`config.mk`:
```
export PLATFORM = sky130hd
export DESIGN_NAME = gpu_prim_scheduler
export DESIGN_NICKNAME = d
export VERILOG_FILES = /design/src/rtl/gpu_sched_pkg.sv /design/src/rtl/gpu_pixel_filter.sv /design/src/rtl/gpu_prim_scheduler.sv
export SDC_FILE = /design/constraint.sdc
export NUM_CORES = 1
export LEC_CHECK = 0
export ABC_CLOCK_PERIOD_IN_PS = 4550
export CORE_MARGIN = 8
export CORE_UTILIZATION = 35
export DETAILED_ROUTE_END_ITERATION = 10
export GPL_ROUTABILITY_DRIVEN = 0
export GPL_TIMING_DRIVEN = 0
export PLACE_DENSITY = 0.65
export SKIP_LAST_GASP = 1
export SLEW_MARGIN = 15
export SYNTH_ARGS = -nofsm -noshare
export SYNTH_HDL_FRONTEND = slang
export SYNTH_SLANG_ARGS = --single-unit
```
`constraint.sdc`:
```
create_clock -name clk -period 4.55 [get_ports clk]
set_input_delay 0.91 -clock clk [delete_from_list [all_inputs] [get_ports clk]]
set_output_delay 0.91 -clock clk [all_outputs]
set_load 0.01 [all_outputs]
```
`src/rtl/gpu_sched_pkg.sv`:
```
// Shared constants for the primitive scheduler: screen geometry, the
// no-pixel sentinel, FSM state codes and engine op codes.
package gpu_sched_pkg;

  localparam int WIDTH_BITS   = 10;
  localparam int HEIGHT_BITS  = 9;
  localparam int CHANNEL_BITS = 8;

  // Screen size doubles as the "no pixel" sentinel driven by idle engines.
  localparam logic [WIDTH_BITS-1:0]  SCREEN_W = 10'd640;
  localparam logic [HEIGHT_BITS-1:0] SCREEN_H = 9'd480;

  localparam logic [1:0] ST_IDLE = 2'd0;
  localparam logic [1:0] ST_RUN  = 2'd1;
  localparam logic [1:0] ST_GAP  = 2'd2;
  localparam logic [1:0] ST_ERR  = 2'd3;

  localparam logic [1:0] OP_FILL_CIRCLE = 2'd0;
  localparam logic [1:0] OP_LINE        = 2'd1;
  localparam logic [1:0] OP_FILL_RECT   = 2'd2;

  // Unsigned compare: coordinates that wrapped below zero land far above
  // the screen size and are rejected here.
  function automatic logic pix_on_screen(input logic [WIDTH_BITS-1:0]  x,
                                         input logic [HEIGHT_BITS-1:0] y);
    return (x < SCREEN_W) && (y < SCREEN_H);
  endfunction

endpackage

```
`src/rtl/gpu_pixel_filter.sv`:
```
// Cleans the selected engine's X/Y stream: drops sentinel and off-screen
// coordinates and repeats of the last emitted pixel, then registers the result.
module gpu_pixel_filter
  import gpu_sched_pkg::*;
(
  input  logic                   clk,
  input  logic                   n_rst,
  input  logic                   clear,
  input  logic                   en,
  input  logic [WIDTH_BITS-1:0]  x,
  input  logic [HEIGHT_BITS-1:0] y,
  output logic                   pix_valid,
  output logic [WIDTH_BITS-1:0]  pix_x,
  output logic [HEIGHT_BITS-1:0] pix_y
);

  logic                   valid_q, valid_d;
  logic [WIDTH_BITS-1:0]  x_q, x_d, last_x_q, last_x_d;
  logic [HEIGHT_BITS-1:0] y_q, y_d, last_y_q, last_y_d;
  logic                   dup;

  // Accept/reject the incoming coordinate and track the last emitted pixel.
  always_comb begin
    dup      = (x == last_x_q) && (y == last_y_q);
    valid_d  = en && pix_on_screen(x, y) && !dup;
    x_d      = en ? x : x_q;
    y_d      = en ? y : y_q;
    last_x_d = last_x_q;
    last_y_d = last_y_q;
    if (clear) begin
      last_x_d = SCREEN_W;
      last_y_d = SCREEN_H;
    end else if (valid_d) begin
      last_x_d = x;
      last_y_d = y;
    end
  end

  // Output and dedupe registers.
  always_ff @(posedge clk or negedge n_rst) begin
    if (!n_rst) begin
      valid_q  <= 1'b0;
      x_q      <= SCREEN_W;
      y_q      <= SCREEN_H;
      last_x_q <= SCREEN_W;
      last_y_q <= SCREEN_H;
    end else begin
      valid_q  <= valid_d;
      x_q      <= x_d;
      y_q      <= y_d;
      last_x_q <= last_x_d;
      last_y_q <= last_y_d;
    end
  end

  assign pix_valid = valid_q;
  assign pix_x     = x_q;
  assign pix_y     = y_q;

endmodule

```
`src/rtl/gpu_prim_scheduler.sv`:
```
// Dispatches drawing commands to one primitive engine at a time, holds the
// engine's level start until done (or watchdog expiry), and forwards the
// filtered pixel stream with the command colour.
//
//   state    | meaning
//   ST_IDLE  | ready for a command
//   ST_RUN   | start held high on the selected engine, watchdog counting
//   ST_GAP   | one cycle with every start low so engines re-arm; done pulses
//   ST_ERR   | bad op code: flag error, pulse done, no start issued
module gpu_prim_scheduler
  import gpu_sched_pkg::*;
#(
  parameter int                 NUM_ENG = 3,
  parameter int                 TO_BITS = 20,
  parameter logic [TO_BITS-1:0] TIMEOUT = 20'hFFFFF
) (
  input  logic                            clk,
  input  logic                            n_rst,
  input  logic                            cmd_valid_i,
  output logic                            cmd_ready_o,
  input  logic [1:0]                      cmd_op_i,
  input  logic [CHANNEL_BITS-1:0]         cmd_r_i,
  input  logic [CHANNEL_BITS-1:0]         cmd_g_i,
  input  logic [CHANNEL_BITS-1:0]         cmd_b_i,
  output logic [NUM_ENG-1:0]              eng_start_o,
  input  logic [NUM_ENG-1:0]              eng_done_i,
  input  logic [NUM_ENG*WIDTH_BITS-1:0]   eng_x_i,
  input  logic [NUM_ENG*HEIGHT_BITS-1:0]  eng_y_i,
  output logic                            pix_valid_o,
  output logic [WIDTH_BITS-1:0]           pix_x_o,
  output logic [HEIGHT_BITS-1:0]          pix_y_o,
  output logic [CHANNEL_BITS-1:0]         pix_r_o,
  output logic [CHANNEL_BITS-1:0]         pix_g_o,
  output logic [CHANNEL_BITS-1:0]         pix_b_o,
  output logic                            cmd_done_o,
  output logic                            err_o,
  input  logic                            err_clr_i
);

  localparam logic [2:0] NUM_ENG_W = 3'(NUM_ENG);

  logic [1:0]              state_q, state_d;
  logic [1:0]              op_q, op_d;
  logic [CHANNEL_BITS-1:0] r_q, r_d, g_q, g_d, b_q, b_d;
  logic [TO_BITS-1:0]      wd_q, wd_d, wd_inc;
  logic                    err_q, err_d, err_set;
  logic                    accept, op_ok, done_sel;
  logic [WIDTH_BITS-1:0]   sel_x;
  logic [HEIGHT_BITS-1:0]  sel_y;

  assign cmd_ready_o = (state_q == ST_IDLE);
  assign accept      = cmd_valid_i && cmd_ready_o;
  assign op_ok       = ({1'b0, cmd_op_i} < NUM_ENG_W);
  assign wd_inc      = (wd_q == TIMEOUT) ? wd_q : wd_q + TO_BITS'(1);

  // Select the active engine's coordinates and done, and drive its start.
  always_comb begin
    sel_x       = SCREEN_W;
    sel_y       = SCREEN_H;
    done_sel    = 1'b0;
    eng_start_o = '0;
    for (int i = 0; i < NUM_ENG; i++) begin
      if (op_q == 2'(i)) begin
        sel_x          = eng_x_i[i*WIDTH_BITS +: WIDTH_BITS];
        sel_y          = eng_y_i[i*HEIGHT_BITS +: HEIGHT_BITS];
        done_sel       = eng_done_i[i];
        eng_start_o[i] = (state_q == ST_RUN);
      end
    end
  end

  // Command FSM, watchdog, colour latch and sticky error (set beats clear).
  always_comb begin
    state_d = state_q;
    op_d    = op_q;
    r_d     = r_q;
    g_d     = g_q;
    b_d     = b_q;
    wd_d    = wd_q;
    err_set = 1'b0;
    case (state_q)
      ST_IDLE: begin
        if (cmd_valid_i) begin
          op_d    = cmd_op_i;
          r_d     = cmd_r_i;
          g_d     = cmd_g_i;
          b_d     = cmd_b_i;
          wd_d    = '0;
          state_d = op_ok ? ST_RUN : ST_ERR;
          err_set = !op_ok;
        end
      end
      ST_RUN: begin
        wd_d = wd_inc;
        if (done_sel) begin
          state_d = ST_GAP;
        end else if (wd_inc == TIMEOUT) begin
          state_d = ST_GAP;
          err_set = 1'b1;
        end
      end
      default: state_d = ST_IDLE;
    endcase
    err_d = err_set || (err_q && !err_clr_i);
  end

  // Control state registers.
  always_ff @(posedge clk or negedge n_rst) begin
    if (!n_rst) begin
      state_q <= ST_IDLE;
      op_q    <= '0;
      r_q     <= '0;
      g_q     <= '0;
      b_q     <= '0;
      wd_q    <= '0;
      err_q   <= 1'b0;
    end else begin
      state_q <= state_d;
      op_q    <= op_d;
      r_q     <= r_d;
      g_q     <= g_d;
      b_q     <= b_d;
      wd_q    <= wd_d;
      err_q   <= err_d;
    end
  end

  gpu_pixel_filter u_filter (
    .clk       (clk),
    .n_rst     (n_rst),
    .clear     (accept),
    .en        (state_q == ST_RUN),
    .x         (sel_x),
    .y         (sel_y),
    .pix_valid (pix_valid_o),
    .pix_x     (pix_x_o),
    .pix_y     (pix_y_o)
  );

  assign cmd_done_o = (state_q == ST_GAP) || (state_q == ST_ERR);
  assign err_o      = err_q;
  assign pix_r_o    = r_q;
  assign pix_g_o    = g_q;
  assign pix_b_o    = b_q;

endmodule
```
==> impl_results.md <==
- Count of flip-flops with a built-in enable after synthesis: 0
- Routed vias: about 4,500
- Detail Route Antenna Nets: 0
- R2R Setup Slk: between 1500 and 2000 ps
- Final-report setup violation count: 0
- Final critical delay including setup and external delays: 3430 ps
- Leading cell types by total area after synthesis: dfrtp_1 40%, nand2_1 11%, mux2i_1 7.8%
- Mean area per synthesized cell: between 8 and 9 um^2
- Startpoint type of the worst setup path: flip-flop
- Row count: 42
- Maximum buffer depth of the clock tree: 2
- Io pins: 140
- Post-synthesis cell area: approximately 4800 um^2
- Number of library cell types mapped by synthesis: 52
- Routed wire length: 15,600 um
- Worst endpoint required time: ~3600 ps
- Clock Pin Slew Worst Setup and Hold Paths: 60 ps
- Flops & latches, synth: 88
- Clock Skew: ~7.0 ps
- Y dimension of the die: between 100 and 150 um
- Cts bufs inserted: 9
- Final Hold Viols: 0
- Met2 routed WL: 7710 um
- Worst slew margin: 0.455
- Compound-gate portion of the synthesized area: 0.147
- Share of synthesized registers carrying an async set or reset: 1.00
- Leakage: 2.81 nW
- Clock Sink Count: just under 90
- Global-route wire length before repair: 25,700 um
- Nature of the critical path endpoint: output port
- Final Cycle Share: 0.753
- Detailed-routing iteration count for the pre-antenna-repair pass: 5
- RSZ-0062 raised after global routing: no
- DRC violation total after the first TritonRoute iteration: 306
- Register area share after synthesis: 0.464
- CTS Root Cell: clkbuf_16
- Post-synthesis to final-layout area growth: 40.2%
- Total design power: about 4.1 mW
- Setup CP Type: reg -> out
- Depth of the most critical reg-to-reg path: 9
- Reg2reg start: op_q[1]
- Antenna violations before repair: 0
- Grt total ovfl: 0
- Slew at the pin closest to its max-slew limit: 815 ps
- Top cells by count, synth: 138 x nand2_1, 76 x dfrtp_1, 50 x o21ai_0, 37 x mux2i_1, 28 x nor2_1
- Mux share of post-synthesis cell area: 0.0941
- Clock tree from TritonCTS: built
- Clock latency reported for the late side of the worst-skew pair: 340 ps
- Main flop type after synthesis: dfrtp_1
- Type of the worst min-delay path: reg -> reg
- Worst path setup slack after routing: 1120 ps
- Residual DRC count: 0
- Cell count after synthesis: around 540
- Worst setup path endpoint: eng_start_o[2]
- Detailed-route vias per instance: 5.22
- Vias in the first global route: 4,860
- Main combinational cell family by area after synthesis: simple AND/OR/NAND/NOR gates
- H-tree depth: 3
- Area fraction of the dominant cell type after synthesis: 0.398
- P per Cell Area: 614 nW/um^2
- Full die area: 17,600 um^2
- Routed length on met1: 6550 um
- Seq. cell area: between 2000 and 2500 um^2
- Highest achievable clock rate: 292 MHz
- Post-placement worst setup slack: 1120 ps
- Core area: 13,300 um^2
- Yosys top cell by area: dfrtp_1
- Number of buffers inserted by post-CTS setup repair: 0
- Highest Signal Layer: met4
- Number of warning messages in the yosys log: 0
- Critical path origin: state_q[1]
- Die width: 133 um
- Buffers added on ports: 139
- Share of post-route cells with drive strength above 1: 0.0722
- CP Max Fanout: 10
- Area of the multi-input gates: approximately 2400 um^2
- Number of inserted filler cells in the final layout: 1,237
- Simple-gate share of the synthesized area: 0.219
- Endpoint arrival time on the critical path: 2520 ps
- Overall Global Routing Usage: 0.180
- Number of violations of the max-capacitance limit: 0
- Amount of wire on met3 after detailed routing: around 1100 um
- Net total in the final layout: 780
- FF-to-FF End: u_filter.last_x_q[4]
- Starting utilization of the core area: 0.359
- Synthesized-area fraction occupied by xor and xnor cells: 0.0367
- Number of diodes added for antenna fixing: 0
- PostCTS Resize Cnt: 0
- Number of nets in the synthesized netlist: 629
- Adder-cell share of the synthesized area: 0.00262
- HPWL after detailed placement: 11,900 um
- WL per Instance: 18.0 um
- Dominant cell by count in the synthesized netlist: nand2_1
- Largest voltage drop on the vdd net: 294 uV
- Run status: complete, no violations
- Count of pins over their slew limit: 0
- Hold buffers post-CTS: 0
- Pin count of the biggest net entering global routing: between 60 and 70
## cell type report
cell class / instances / area share
Clock inverter: 4 / 0.00729
Sequential cell: 88 / 0.331
Multi-Input combinational cell: 410 / 0.356
Timing Repair Buffer: 140 / 0.212
Buffer: 36 / 0.0236
Inverter: 4 / 0.00224
Clock buffer: 11 / 0.0348
Tap cell: 176 / 0.0329
## report_power, final
group / internal [mW] / total, mW / leakage (nW) / switching [mW]
Combinational: 0.944 / 2.11 / 1.56 / 1.16
Clock: 0.422 / 0.724 / 0.139 / 0.302
Sequential: 1.10 / 1.28 / 1.11 / 0.179
## metal layers
| metal | vias up | GRT usage |
|---|---|---|
| li1 | 2164 | - |
| met1 | 2179 | 0.211 |
| met2 | 175 | 0.308 |
| met3 | 21 | 0.0511 |
| met4 | 0 | 0.0587 |
| met5 | - | 0 |
## per-stage QoR
| stage | TNS [ps] | utilization | cell area, um^2 | cells | hold slack [ps] |
|---|---|---|---|---|---|
| after detailed placement | 0 | 0.482 | 6410 | 854 | 461 |
| after CTS | 0 | 0.503 | 6690 | 869 | 478 |
| after global placement | -49530 | 0.480 | 6390 | 853 | 460 |
| after floorplan | 0 | - | 4780 | 538 | 483 |
| after global routing | 0 | 0.503 | 6690 | 869 | 494 |
| final | 0 | 0.503 | 6690 | 869 | 473 |
## kinds of logic after synthesis
kind of cell	Yosys count
and+or+nand+nor	230
AOI/OAI and AO/OA	115
DFF	88
muxes	44
buffers and inverters	40
xor gates and xnor gates	20
adders and majority gates	1
## how the worst min path moves through the flow
stage                      start                end  slack (ps)  cells after the start
3_3_place_gp          pix_g_o[7]         pix_g_o[7]         460                      2
3_5_place_dp          pix_b_o[6]         pix_b_o[6]         460                      2
5_1_grt               pix_b_o[6]         pix_b_o[6]         490                      2
2_1_floorplan  u_filter.pix_y[6]  u_filter.pix_y[6]         480                      2
4_1_cts               pix_b_o[6]         pix_b_o[6]         480                      2
6_report              pix_b_o[6]         pix_b_o[6]         470                      2
## cell usage in the layout (no fill, tap or decap), drive strengths merged, types with 3 or more instances in the layout
| cell type | instances |
|---|---|
| dfrtp | 76 |
| nand4 | 9 |
| nor4 | 4 |
| dfstp | 12 |
| o21ai | 51 |
| o21a | 13 |
| clkinv | 3 |
| a31oi | 8 |
| o31ai | 3 |
| and2 | 5 |
| a2bb2oi | 3 |
| nand3b | 9 |
| nand3 | 8 |
| mux2i | 37 |
| a21oi | 19 |
| nand2 | 139 |
| nor3 | 10 |
| xor2 | 19 |
| buf | 15 |
| clkbuf | 34 |
| nor2 | 28 |
| clkdlybuf4s50 | 138 |
| and4 | 4 |
| and3 | 3 |
| nor2b | 5 |
| inv | 4 |
| mux2 | 7 |
| nand2b | 3 |
## worst max-delay path: stages (launching register included)
cell	delay [ps]
dfrtp_1	450
nor2b_1	130
clkbuf_1	440
clkbuf_1	390
and3_1	230
clkdlybuf4s50_1	540
## sequential cells by signal, summed over array words and instances, names as in the netlist, 8 cells and up
signal	count
u_filter.pix_y	9
pix_b_o	8
pix_r_o	8
u_filter.last_x_q	10
pix_g_o	8
u_filter.pix_x	10
u_filter.last_y_q	9
wd_q	20
(Power assumes the default switching activity.)
